$ cat config.mk
export PLATFORM = sky130hd
export DESIGN_NAME = axis_egress_fifo_flat
export DESIGN_NICKNAME = d
export VERILOG_FILES = /design/src/rtl/axi4_pkg.sv /design/src/rtl/axi_stream_interface.sv /design/src/rtl/fifo_ptr_ctrl.sv /design/src/rtl/axis_egress_fifo.sv /design/src/flat_wrapper.sv
export SDC_FILE = /design/constraint.sdc
export NUM_CORES = 1
export LEC_CHECK = 0
export CORE_ASPECT_RATIO = 1.75
export CORE_MARGIN = 2
export CORE_UTILIZATION = 25
export CTS_BUF_LIST = sky130_fd_sc_hd__clkbuf_8
export CTS_CLUSTER_DIAMETER = 200
export DETAILED_ROUTE_END_ITERATION = 12
export GPL_TIMING_DRIVEN = 0
export PLACE_DENSITY = 0.49
export SYNTH_ARGS = -nofsm -noshare
export SYNTH_HDL_FRONTEND = slang
export SYNTH_SLANG_ARGS = --single-unit
$ cat constraint.sdc
create_clock -name CLK -period 12.65 [get_ports CLK]
set_input_delay 2.53 -clock CLK [delete_from_list [all_inputs] [get_ports CLK]]
set_output_delay 2.53 -clock CLK [all_outputs]
set_load 0.005 [all_outputs]
$ cat src/rtl/axi4_pkg.sv
// Shared AXI4 definitions: AXI4-Stream beat layout and egress FIFO defaults.
package axi4_pkg;

  localparam int unsigned AXIS_DATA_W   = 64;
  localparam int unsigned AXIS_STRB_W   = 8;
  localparam int unsigned AXIS_DEST_W   = 4;
  localparam int unsigned AXIS_USER_W   = 8;
  localparam int unsigned AXIS_ID_W     = 8;
  localparam int unsigned AXIS_BEAT_WIDTH = 101;
  localparam int unsigned AXIS_EGRESS_DEPTH_DEFAULT = 16;

  // Stored beat, MSB to LSB
  typedef struct packed {
    logic                   tlast;
    logic [AXIS_STRB_W-1:0] tkeep;
    logic [AXIS_STRB_W-1:0] tstrb;
    logic [AXIS_DATA_W-1:0] tdata;
    logic [AXIS_DEST_W-1:0] tdest;
    logic [AXIS_USER_W-1:0] tuser;
    logic [AXIS_ID_W-1:0]   tid;
  } axis_beat_t;

endpackage

$ cat src/rtl/axi_stream_interface.sv
// AXI4-Stream bundle used between the NoC bridge, egress FIFO and endpoint.
interface axi_stream_interface;
  logic [63:0] tdata;
  logic [7:0]  tstrb;
  logic [7:0]  tkeep;
  logic        tlast;
  logic [3:0]  tdest;
  logic [7:0]  tuser;
  logic [7:0]  tid;
  logic        tvalid;
  logic        tready;

  modport master (output tdata, tstrb, tkeep, tlast, tdest, tuser, tid, tvalid,
                  input  tready);
  modport slave  (input  tdata, tstrb, tkeep, tlast, tdest, tuser, tid, tvalid,
                  output tready);
endinterface

$ cat src/rtl/fifo_ptr_ctrl.sv
// Write/read pointers and occupancy count for a power-of-2 FIFO.
// Callers must only assert i_wr_en when not full and i_rd_en when not empty.
module fifo_ptr_ctrl #(
  parameter int unsigned DEPTH = 16
) (
  input  logic                     CLK,
  input  logic                     RST_N,
  input  logic                     i_wr_en,
  input  logic                     i_rd_en,
  output logic [$clog2(DEPTH)-1:0] o_wr_ptr,
  output logic [$clog2(DEPTH)-1:0] o_rd_ptr,
  output logic [$clog2(DEPTH):0]   o_count,
  output logic                     o_full_c,
  output logic                     o_empty_c
);
  localparam int unsigned PTR_W = $clog2(DEPTH);
  localparam int unsigned CNT_W = PTR_W + 1;

  logic [PTR_W-1:0] r_wr_ptr;
  logic [PTR_W-1:0] r_rd_ptr;
  logic [CNT_W-1:0] r_count;

  // Pointers wrap naturally at DEPTH since DEPTH is a power of 2
  always_ff @(posedge CLK) begin
    if (!RST_N) begin
      r_wr_ptr <= '0;
      r_rd_ptr <= '0;
      r_count  <= '0;
    end else begin
      if (i_wr_en) r_wr_ptr <= r_wr_ptr + PTR_W'(1);
      if (i_rd_en) r_rd_ptr <= r_rd_ptr + PTR_W'(1);
      case ({i_wr_en, i_rd_en})
        2'b10:   r_count <= r_count + CNT_W'(1);
        2'b01:   r_count <= r_count - CNT_W'(1);
        default: r_count <= r_count;
      endcase
    end
  end

  assign o_wr_ptr  = r_wr_ptr;
  assign o_rd_ptr  = r_rd_ptr;
  assign o_count   = r_count;
  assign o_full_c  = (r_count == CNT_W'(DEPTH));
  assign o_empty_c = (r_count == '0);

endmodule

$ cat src/rtl/axis_egress_fifo.sv
// AXI4-Stream egress beat buffer between the NoC slave bridge and the endpoint.
// Define AXIS_EGRESS_PACKET_MODE_EN for store-and-forward; default is cut-through.
module axis_egress_fifo
  import axi4_pkg::*;
#(
  parameter int unsigned DEPTH        = AXIS_EGRESS_DEPTH_DEFAULT,
  parameter int unsigned AFULL_THRESH = 12
) (
  input  logic                   CLK,
  input  logic                   RST_N,
  axi_stream_interface.slave     s_axis,
  axi_stream_interface.master    m_axis,
  output logic [$clog2(DEPTH):0] occupancy,
  output logic                   almost_full
);
  localparam int unsigned PTR_W = $clog2(DEPTH);
  localparam int unsigned CNT_W = PTR_W + 1;

  axis_beat_t       r_mem [DEPTH];
  axis_beat_t       w_wr_beat;
  axis_beat_t       w_rd_beat;
  logic [PTR_W-1:0] w_wr_ptr;
  logic [PTR_W-1:0] w_rd_ptr;
  logic [CNT_W-1:0] w_count;
  logic             w_full;
  logic             w_empty;
  logic             w_in_fire;
  logic             w_out_fire;
  logic             w_out_valid;

  // Ready depends on stored state only, never on the consumer
  assign s_axis.tready = !w_full;
  assign w_in_fire     = s_axis.tvalid && !w_full;
  assign w_out_fire    = w_out_valid && m_axis.tready;

  fifo_ptr_ctrl #(.DEPTH(DEPTH)) u_ptr_ctrl (
    .CLK       (CLK),
    .RST_N     (RST_N),
    .i_wr_en   (w_in_fire),
    .i_rd_en   (w_out_fire),
    .o_wr_ptr  (w_wr_ptr),
    .o_rd_ptr  (w_rd_ptr),
    .o_count   (w_count),
    .o_full_c  (w_full),
    .o_empty_c (w_empty)
  );

  always_comb begin
    w_wr_beat       = '0;
    w_wr_beat.tlast = s_axis.tlast;
    w_wr_beat.tkeep = s_axis.tkeep;
    w_wr_beat.tstrb = s_axis.tstrb;
    w_wr_beat.tdata = s_axis.tdata;
    w_wr_beat.tdest = s_axis.tdest;
    w_wr_beat.tuser = s_axis.tuser;
    w_wr_beat.tid   = s_axis.tid;
  end

  // Storage is intentionally not reset; pointers alone define validity
  always_ff @(posedge CLK) begin
    if (w_in_fire) r_mem[w_wr_ptr] <= w_wr_beat;
  end

  assign w_rd_beat     = r_mem[w_rd_ptr];
  assign m_axis.tlast  = w_rd_beat.tlast;
  assign m_axis.tkeep  = w_rd_beat.tkeep;
  assign m_axis.tstrb  = w_rd_beat.tstrb;
  assign m_axis.tdata  = w_rd_beat.tdata;
  assign m_axis.tdest  = w_rd_beat.tdest;
  assign m_axis.tuser  = w_rd_beat.tuser;
  assign m_axis.tid    = w_rd_beat.tid;
  assign m_axis.tvalid = w_out_valid;

`ifdef AXIS_EGRESS_PACKET_MODE_EN
  logic [CNT_W-1:0] r_pkt_cnt;
  logic             r_release;
  logic             w_in_last;
  logic             w_out_last;

  assign w_in_last  = w_in_fire && s_axis.tlast;
  assign w_out_last = w_out_fire && w_rd_beat.tlast;

  // Release lets an oversize packet cut through until its tlast leaves
  always_ff @(posedge CLK) begin
    if (!RST_N) begin
      r_pkt_cnt <= '0;
      r_release <= 1'b0;
    end else begin
      if (w_in_last && !w_out_last)      r_pkt_cnt <= r_pkt_cnt + CNT_W'(1);
      else if (!w_in_last && w_out_last) r_pkt_cnt <= r_pkt_cnt - CNT_W'(1);
      if (w_out_last)                          r_release <= 1'b0;
      else if (w_full && (r_pkt_cnt == '0))    r_release <= 1'b1;
    end
  end

  assign w_out_valid = !w_empty && ((r_pkt_cnt != '0) || w_full || r_release);
`else
  assign w_out_valid = !w_empty;
`endif

  assign occupancy   = w_count;
  assign almost_full = (w_count >= CNT_W'(AFULL_THRESH));

endmodule

$ cat src/flat_wrapper.sv
// flat-port wrapper written by rule: the top's interface ports become plain ports
module axis_egress_fifo_flat import axi4_pkg::*;
#(
  parameter int unsigned DEPTH        = AXIS_EGRESS_DEPTH_DEFAULT,
  parameter int unsigned AFULL_THRESH = 12
)
  (CLK, RST_N, occupancy, almost_full, s_axis_tdata, s_axis_tstrb, s_axis_tkeep, s_axis_tlast, s_axis_tdest, s_axis_tuser, s_axis_tid, s_axis_tvalid, s_axis_tready, m_axis_tdata, m_axis_tstrb, m_axis_tkeep, m_axis_tlast, m_axis_tdest, m_axis_tuser, m_axis_tid, m_axis_tvalid, m_axis_tready);
  axi_stream_interface s_axis_i ();
  axi_stream_interface m_axis_i ();
  input  logic CLK;
  input  logic RST_N;
  output logic [$clog2(DEPTH):0] occupancy;
  output logic almost_full;
  input wire logic [$bits(s_axis_i.tdata)-1:0] s_axis_tdata;
  input wire logic [$bits(s_axis_i.tstrb)-1:0] s_axis_tstrb;
  input wire logic [$bits(s_axis_i.tkeep)-1:0] s_axis_tkeep;
  input wire logic [$bits(s_axis_i.tlast)-1:0] s_axis_tlast;
  input wire logic [$bits(s_axis_i.tdest)-1:0] s_axis_tdest;
  input wire logic [$bits(s_axis_i.tuser)-1:0] s_axis_tuser;
  input wire logic [$bits(s_axis_i.tid)-1:0] s_axis_tid;
  input wire logic [$bits(s_axis_i.tvalid)-1:0] s_axis_tvalid;
  output wire logic [$bits(s_axis_i.tready)-1:0] s_axis_tready;
  output wire logic [$bits(m_axis_i.tdata)-1:0] m_axis_tdata;
  output wire logic [$bits(m_axis_i.tstrb)-1:0] m_axis_tstrb;
  output wire logic [$bits(m_axis_i.tkeep)-1:0] m_axis_tkeep;
  output wire logic [$bits(m_axis_i.tlast)-1:0] m_axis_tlast;
  output wire logic [$bits(m_axis_i.tdest)-1:0] m_axis_tdest;
  output wire logic [$bits(m_axis_i.tuser)-1:0] m_axis_tuser;
  output wire logic [$bits(m_axis_i.tid)-1:0] m_axis_tid;
  output wire logic [$bits(m_axis_i.tvalid)-1:0] m_axis_tvalid;
  input wire logic [$bits(m_axis_i.tready)-1:0] m_axis_tready;
  assign s_axis_i.tdata = s_axis_tdata;
  assign s_axis_i.tstrb = s_axis_tstrb;
  assign s_axis_i.tkeep = s_axis_tkeep;
  assign s_axis_i.tlast = s_axis_tlast;
  assign s_axis_i.tdest = s_axis_tdest;
  assign s_axis_i.tuser = s_axis_tuser;
  assign s_axis_i.tid = s_axis_tid;
  assign s_axis_i.tvalid = s_axis_tvalid;
  assign s_axis_tready = s_axis_i.tready;
  assign m_axis_tdata = m_axis_i.tdata;
  assign m_axis_tstrb = m_axis_i.tstrb;
  assign m_axis_tkeep = m_axis_i.tkeep;
  assign m_axis_tlast = m_axis_i.tlast;
  assign m_axis_tdest = m_axis_i.tdest;
  assign m_axis_tuser = m_axis_i.tuser;
  assign m_axis_tid = m_axis_i.tid;
  assign m_axis_tvalid = m_axis_i.tvalid;
  assign m_axis_i.tready = m_axis_tready;
  axis_egress_fifo #(.DEPTH(DEPTH), .AFULL_THRESH(AFULL_THRESH)) u_core (.CLK(CLK), .RST_N(RST_N), .s_axis(s_axis_i), .m_axis(m_axis_i), .occupancy(occupancy), .almost_full(almost_full));
endmodule
==> results of run 1 <==
[cells by family (layout without fill, tap and decap cells)]
family | count (synthesis) | after routing | share of synthesized area (%)
xor+xnor | 6 | 6 | 0.08571
simple gates | 165 | 165 | 1.118
other cells | 0 | 7 | 0
buf+inv | 150 | 893 | 1.306
fa+ha+maj | 8 | 8 | 0.1633
mux | 409 | 409 | 14.92
flops | 1633 | 1633 | 79.70
compound gates | 219 | 219 | 2.702
[registers in the layout (all words and copies together) (netlist names), named ones only]
register	flops
u_core.r_mem	1616
u_core.u_ptr_ctrl.o_wr_ptr	4
u_core.u_ptr_ctrl.o_count	5
u_core.u_ptr_ctrl.o_rd_ptr	4
[per-stage QoR]
| step | utilization [%] | hold slack (ns) | area (um^2) |
|---|---|---|---|
| after floorplan | - | 0.4950 | 61310 |
| after global placement | 27.66 | 0.5403 | 67520 |
| after detailed placement | 28.52 | 0.5492 | 69630 |
| after CTS | 30.19 | 0.5709 | 73710 |
| after global routing | 30.20 | 0.5949 | 73720 |
| final | 30.20 | 0.5695 | 73730 |
[final cells by class]
type                    instances  area (um^2)
flip-flops and latches       1633        48870
fillers                     23530       170400
diodes                          7        17.52
inverters                       8        30.03
clock inverters               168        770.7
well taps                    3267         4088
clock buffers                 241         3317
repair buffers                334         4116
multi-input cells             807        11750
plain buffers                 142        772.0
[worst paths after layout]
| path | start | to | slack [ns] |
|---|---|---|---|
| worst min-delay path | u_core.u_ptr_ctrl.o_rd_ptr[2] | u_core.u_ptr_ctrl.o_rd_ptr[2] | 0.57 |
| worst max register to register | u_core.u_ptr_ctrl.o_count[2] | u_core.r_mem[1][55] | 8.89 |
| worst max-delay path | flop | m_axis_tdata[9] | 5.70 |
| worst min register to register | u_core.u_ptr_ctrl.o_rd_ptr[2] | u_core.u_ptr_ctrl.o_rd_ptr[2] | 0.57 |
[critical path, stage by stage, from the launching register on]
cell and delay (ns):
dfxtp_1 0.44, and2_1 0.18, clkbuf_1 0.87, clkbuf_1 0.83
a22oi_1 0.26, nand2_1 0.36, clkdlybuf4s50_1 0.59
[placed cells by master (no fill, tap or decap), types with 8 or more instances in the layout]
cell type / Yosys / routed
buf_6: 19 / 65
clkdlybuf4s50_1: 0 / 212
clkbuf_1: 59 / 58
nand2_1: 114 / 114
buf_12: 0 / 49
edfxtp_1: 1616 / 1616
inv_1: 8 / 93
clkinv_2: 0 / 22
buf_16: 0 / 12
clkinv_1: 0 / 52
nor2_1: 28 / 16
nor2_4: 0 / 12
buf_4: 20 / 28
buf_2: 16 / 16
ha_1: 8 / 8
mux4_2: 404 / 404
dfxtp_1: 17 / 17
clkbuf_8: 0 / 241
a22oi_1: 202 / 202
buf_1: 28 / 28
[routing by layer]
layer	global-route usage (%)	wire length, um
met5	0	165
met4	3.471	3939
met3	2.368	8502
met2	24.80	91850
met1	16.29	67040
[where the power goes]
group / leakage (uW) / total, uW / internal (uW) / switching (uW)
Combinational: 0.00544 / 2830 / 1370 / 1460
Sequential: 0.0147 / 6150 / 6100 / 40.3
Clock: 0.00241 / 3790 / 1820 / 1980
Total: 0.0226 / 12800 / 9290 / 3480
==> results.md, run 1 <==
- Number of clock buffers inserted by TritonCTS: ~230
- Die outline height: around 660 um
- IR Drop Worst-Case VDD: 0.1068 mV
- Layout overhead on the synthesized area: 20.26%
- Static Leakage: roughly 0.023 uW
- Detailed-routing iteration count for the pre-antenna-repair pass: 5
- Unrepaired setup endpoints after global routing: false
- Placed insts: between 6000 and 7000
- Clock tree from TritonCTS: done
- Fmax: approximately 0.14 GHz
- Path type of the worst min-delay path: flop to flop
- Arrival time of the worst setup path: between 4 and 5 ns
- DR WL/cell: ~26 um
- Maxcap violations: 0
- Area of the die: approximately 250000 um^2
- Number of ports placed on the die boundary: 214
- Share of layout cells above drive strength 1: about a quarter
- Total of cells resized after clock tree synthesis: 0
- Syn Inst Count: around 2600
- Fin worst setup slack: 5.696 ns
- Cell depth of the worst min-delay path: 2
- Number of setup buffers added after CTS: 0
- Vias after detailed routing: about 29000
- Pin count of the biggest net entering global routing: 24
- Worst r2r path cells: 10
- Average size of a mapped cell: 23.67 um^2
- Number of max-slew violations in the final report: 0
- Leading area contributor after synthesis: edfxtp_1
- Count of nets after finishing: 3271
- Max H-tree Level: 4
- Syn Std Cell Area: approximately 61000 um^2
- Total Power: roughly 13000 uW
- Initial antenna violation count: 38
- Net count of the mapped netlist: 2703
- Die Width: between 300 and 400 um
- Setup TNS Final: 0 ns
- Post-CTS Hold Buffers: 0
- Run status: completed
- Post-placement setup slack: 6.491 ns
- Element type at the critical path start: flop
- Clock Sinks: around 1600
- Most area-consuming cells after synthesis: edfxtp_1, mux4_2, a22oi_1
- Number of antenna-violating nets in the routed design: 0
- Final cell count without fillers: 6607
- Async set or reset register ratio after synthesis: 0%
- Setup clock skew after layout: between 0.06 and 0.07 ns
- Most used flip-flop cell after synthesis: edfxtp_1
- Hold Vio Cnt, Final: 0
- Global routing usage summed across all routing layers: between 10% and 20%
- Via-per-instance ratio: approximately 4.4
- Portion of the post-synthesis area used by sequential elements: about 80%
- Number of synthesized flops with an enable pin: 1616
- Critical path endpoint category: primary output
- Row cnt: 240
- CTS Root Buffer Type: clkbuf_8
- Count of unique library cells instantiated by Yosys: between 40 and 50
- Port Buffer Count: approximately 210
- DRC Markers: 0
- Global-route congestion overflow total: 0
- Largest fanout on the critical path: 10
- Data required time at the worst endpoint: slightly above 10 ns
- Crit path time final: roughly 7.0 ns
- Number of setup violations in the final report: 0
- Initial Utilization: between 20% and 30%
- Post-synth top cells: edfxtp_1, mux4_2, a22oi_1
- Portion of the clock cycle consumed by the worst path in the final layout: 54.97%
- Yosys warnings: 0
- Slew HR: between 6 and 7%
- Total power divided by cell area: 173.2 nW/um^2
- Iteration-0 DRC count of the detailed router: about 2400
- Most frequently used cell type in the post-synthesis netlist: edfxtp_1
- Fraction of synthesized cell area taken by the top area cell type: between 70% and 80%
- Count of state elements after synthesis: around 1600
- Bufs on Longest Clock Path: 4
- Skew-Pair Late Insertion Delay: just under 0.9 ns
- Type of the setup path with the least slack: flop to primary output
- Via count of the first global-routing pass: approximately 32000
- Slew at the pin closest to its max-slew limit: ~1.4 ns
- First-pass GRT wire length: approximately 240 mm
- Placer congestion estimate: about 0.70
- Detail Placement HPWL: between 100 and 150 mm
- Routed Wire Length: around 170 mm
- Clock Pin Slew Worst Setup and Hold Paths: roughly 0.070 ns
- Placeable core area: around 240000 um^2
Power figures use the tool's default switching activity.
==> run 2: changes to the inputs <==
--- a/config.mk
+++ b/config.mk
@@ -12,7 +12,7 @@
 export CTS_CLUSTER_DIAMETER = 200
 export DETAILED_ROUTE_END_ITERATION = 12
 export GPL_TIMING_DRIVEN = 0
-export PLACE_DENSITY = 0.49
+export PLACE_DENSITY = 0.51
 export SYNTH_ARGS = -nofsm -noshare
 export SYNTH_HDL_FRONTEND = slang
 export SYNTH_SLANG_ARGS = --single-unit
==> constraint.sdc (replaced) <==
create_clock -name CLK -period 5.95 [get_ports CLK]
set_input_delay 1.19 -clock CLK [delete_from_list [all_inputs] [get_ports CLK]]
set_output_delay 1.19 -clock CLK [all_outputs]
set_load 0.005 [all_outputs]
==> results.md, run 2 (synthesis gave the netlist of run 1 again) <==
- Run status: completed
- Data required time at the worst endpoint: 4.76 ns (-5.36 ns)
- Row cnt: 240 (unchanged)
- CP cell instances: and2_1 > clkbuf_1 > clkbuf_1 > a22oi_1 > nand2_1 > clkdlybuf4s50_1
- Layout overhead on the synthesized area: 21.16%
- Cell depth of the worst min-delay path: 2 (unchanged)
- Commonest non-fill, non-tap cell in the layout: edfxtp_1
- CTS Root Buffer Type: clkbuf_8
- Fillers: 23540 (+0.030%)
- Skew-Pair Late Insertion Delay: 0.89 ns (about the same)
- Via count of the first global-routing pass: 31360 (-0.48%)
- Area of the die: 249400 um^2 (unchanged)
- Setup TNS Final: 0 ns (unchanged)
- Clock tree from TritonCTS: done
- Type of the setup path with the least slack: flop to primary output
- Crit path top cell by count: clkbuf_1
- Commonest non-fill, non-tap cells in the layout: edfxtp_1, mux4_2, clkbuf_8, clkdlybuf4s50_1, a22oi_1
- Share of layout cells above drive strength 1: 26.11% (-0.085 points)
- Bufs on Longest Clock Path: 4 (unchanged)
- Arrival time of the worst setup path: 4.33 ns (-0.09 ns)
- Slew HR: 14.25% (+7.6 points)
- Global-route congestion overflow total: 0 (unchanged)
- Fmax: roughly 0.18 GHz
- Placer congestion estimate: 0.6955 (-0.16%)
- Routed Wire Length: 169.4 mm (-1.2%)
- Number of setup violations in the final report: 0 (unchanged)
- Number of buffer and inverter stages on the critical path: 3 (unchanged)
- Maxcap violations: 0 (unchanged)
- Unrepaired setup endpoints after global routing: false
- Element type at the critical path start: flop
- Delay of the slowest cell on the worst path: 0.92 ns (+0.05 ns)
- Total Power: 27380 uW (+110%)
- Post-CTS Hold Buffers: 0 (unchanged)
- Via-per-instance ratio: 4.437 (about the same)
- Max H-tree Level: 4 (unchanged)
- Global routing usage summed across all routing layers: 13.41% (-0.15 points)
- Iteration-0 DRC count of the detailed router: 2499 (+5.9%)
- Number of ports placed on the die boundary: 214 (unchanged)
- Static Leakage: 0.02266 uW (+0.33%)
- Die outline height: 659.1 um (unchanged)
- Largest fanout on the critical path: 10 (unchanged)
- End of the worst register-to-register path: u_core.r_mem[2][46]
- Number of max-slew violations in the final report: 0 (unchanged)
- HP Start: u_core.u_ptr_ctrl.o_rd_ptr[2]
- Path type of the worst min-delay path: flop to flop
- FF-to-FF setup slack: 2.49 ns (-6.40 ns)
- Worst flop-to-flop path startpoint: u_core.u_ptr_ctrl.o_count[2]
- Number of clock buffers inserted by TritonCTS: 229 (-1.3%)
- Total power divided by cell area: 368.6 nW/um^2 (+110%)
- Number of flip-flops in the largest register: 1616 (unchanged)
- Total of cells resized after clock tree synthesis: 0 (unchanged)
- Hold Vio Cnt, Final: 0 (unchanged)
- Clock Pin Slew Worst Setup and Hold Paths: 0.07 ns (about the same)
- Number of antenna-violating nets in the routed design: 0 (unchanged)
- Register containing the most flip-flops in the final layout: u_core.r_mem
- Critical path endpoint category: primary output
- Placeable core area: 244100 um^2 (unchanged)
- DRC Markers: 0 (unchanged)
- Initial antenna violation count: 34 (-11%)
- Detailed-routing iteration count for the pre-antenna-repair pass: 5 (unchanged)
- Slew at the pin closest to its max-slew limit: 1.286 ns (-0.1136 ns)
- Crit path time final: about 5.5 ns
- Pin count of the biggest net entering global routing: 23 (-4.2%)
- Largest delay contributor family on the critical path: buffers and inverters
- IR Drop Worst-Case VDD: 0.2090 mV (+96%)
- DR WL/cell: 25.69 um (-1.0%)
- Portion of the clock cycle consumed by the worst path in the final layout: between 90% and 100%
- Port Buffer Count: 212 (unchanged)
- Die Width: 378.4 um (unchanged)
- Detail Placement HPWL: 114.0 mm (+0.22%)
- Initial Utilization: 25.11% (unchanged)
- Hold endpoint: u_core.u_ptr_ctrl.o_rd_ptr[2]
- Count of nets after finishing: 3253 (-0.55%)
- Vias after detailed routing: 29250 (-0.16%)
- Worst r2r path cells: 8 (-2)
- Clock Sinks: 1633 (unchanged)
- Setup clock skew after layout: 0.07638 ns (+0.01475 ns)
- First-pass GRT wire length: 238.4 mm (-0.95%)
- Crit path max-delay cell type: clkbuf_1
- Number of setup buffers added after CTS: 0 (unchanged)
## run 2: metrics by stage
step	utilization (%)	setup WS, ns	std cells	hold slack, ns	area (um^2)
6_report	30.43	0.4303	6593	0.5519	74290
5_1_grt	30.42	0.2189	6587	0.6060	74270
4_1_cts	30.42	0.2814	6584	0.5476	74260
3_5_place_dp	28.70	1.283	6176	0.5303	70070
3_3_place_gp	27.67	-7.787	6069	0.5262	67540
2_1_floorplan	-	-0.6416	2590	0.4950	61330
## run 2: per-layer routing
layer / share of wire, % / vias up / GRT usage [%]
met5: 0.072 / - / 0
met4: 2.5 / 20 / 3.810
met3: 5.6 / 279 / 2.363
met2: 53 / 777 / 24.40
met1: 39 / 15900 / 16.06
li1: - / 12270 / -
## run 2: layout make-up
class | count | area (um^2) | share of cell area [%]
antenna | 9 | 22.52 | 0.03032
clock buffer | 236 | 3248 | 4.372
clock inverter | 172 | 949.7 | 1.278
timing repair buffer | 319 | 4532 | 6.101
sequential | 1633 | 48870 | 65.78
inverter | 8 | 30.03 | 0.04042
buffer | 142 | 770.7 | 1.038
tap | 3267 | 4088 | 5.503
multi-input combinational | 807 | 11780 | 15.86
## run 2: how the worst max path moves through the flow
stage,slack (ns),startpoint,endpoint,depth (start not counted)
after floorplan,-0.64,s_axis_tvalid,u_core.r_mem[12][0],3
after global placement,-7.79,s_axis_tvalid,u_core.r_mem[10][54],4
after detailed placement,1.28,flop,m_axis_tdata[13],6
after CTS,0.28,flop,m_axis_tdata[15],6
after global routing,0.22,flop,m_axis_tdata[13],6
final,0.43,flop,m_axis_tdata[13],6
## run 2: tightest hold or removal path: cells and delay by family, from the launching register on
| family | cells | cell delay [ns] |
|---|---|---|
| flops | 1 | 0.35 |
| xor+xnor | 1 | 0.09 |
| simple gates | 1 | 0.07 |
## run 2: where the power goes
part | internal [uW] | switching [uW]
Sequential | 13000 | 82.6
Combinational | 2970 | 3050
Clock | 4060 | 4240
==> run 3: changes to the inputs <==
--- a/config.mk
+++ b/config.mk
@@ -13,6 +13,7 @@
 export DETAILED_ROUTE_END_ITERATION = 12
 export GPL_TIMING_DRIVEN = 0
 export PLACE_DENSITY = 0.51
+export SETUP_SLACK_MARGIN = 0.1
 export SYNTH_ARGS = -nofsm -noshare
 export SYNTH_HDL_FRONTEND = slang
 export SYNTH_SLANG_ARGS = --single-unit
==> results of run 3 <==
The final DEF is identical to that of run 2; final timing and power are the same.
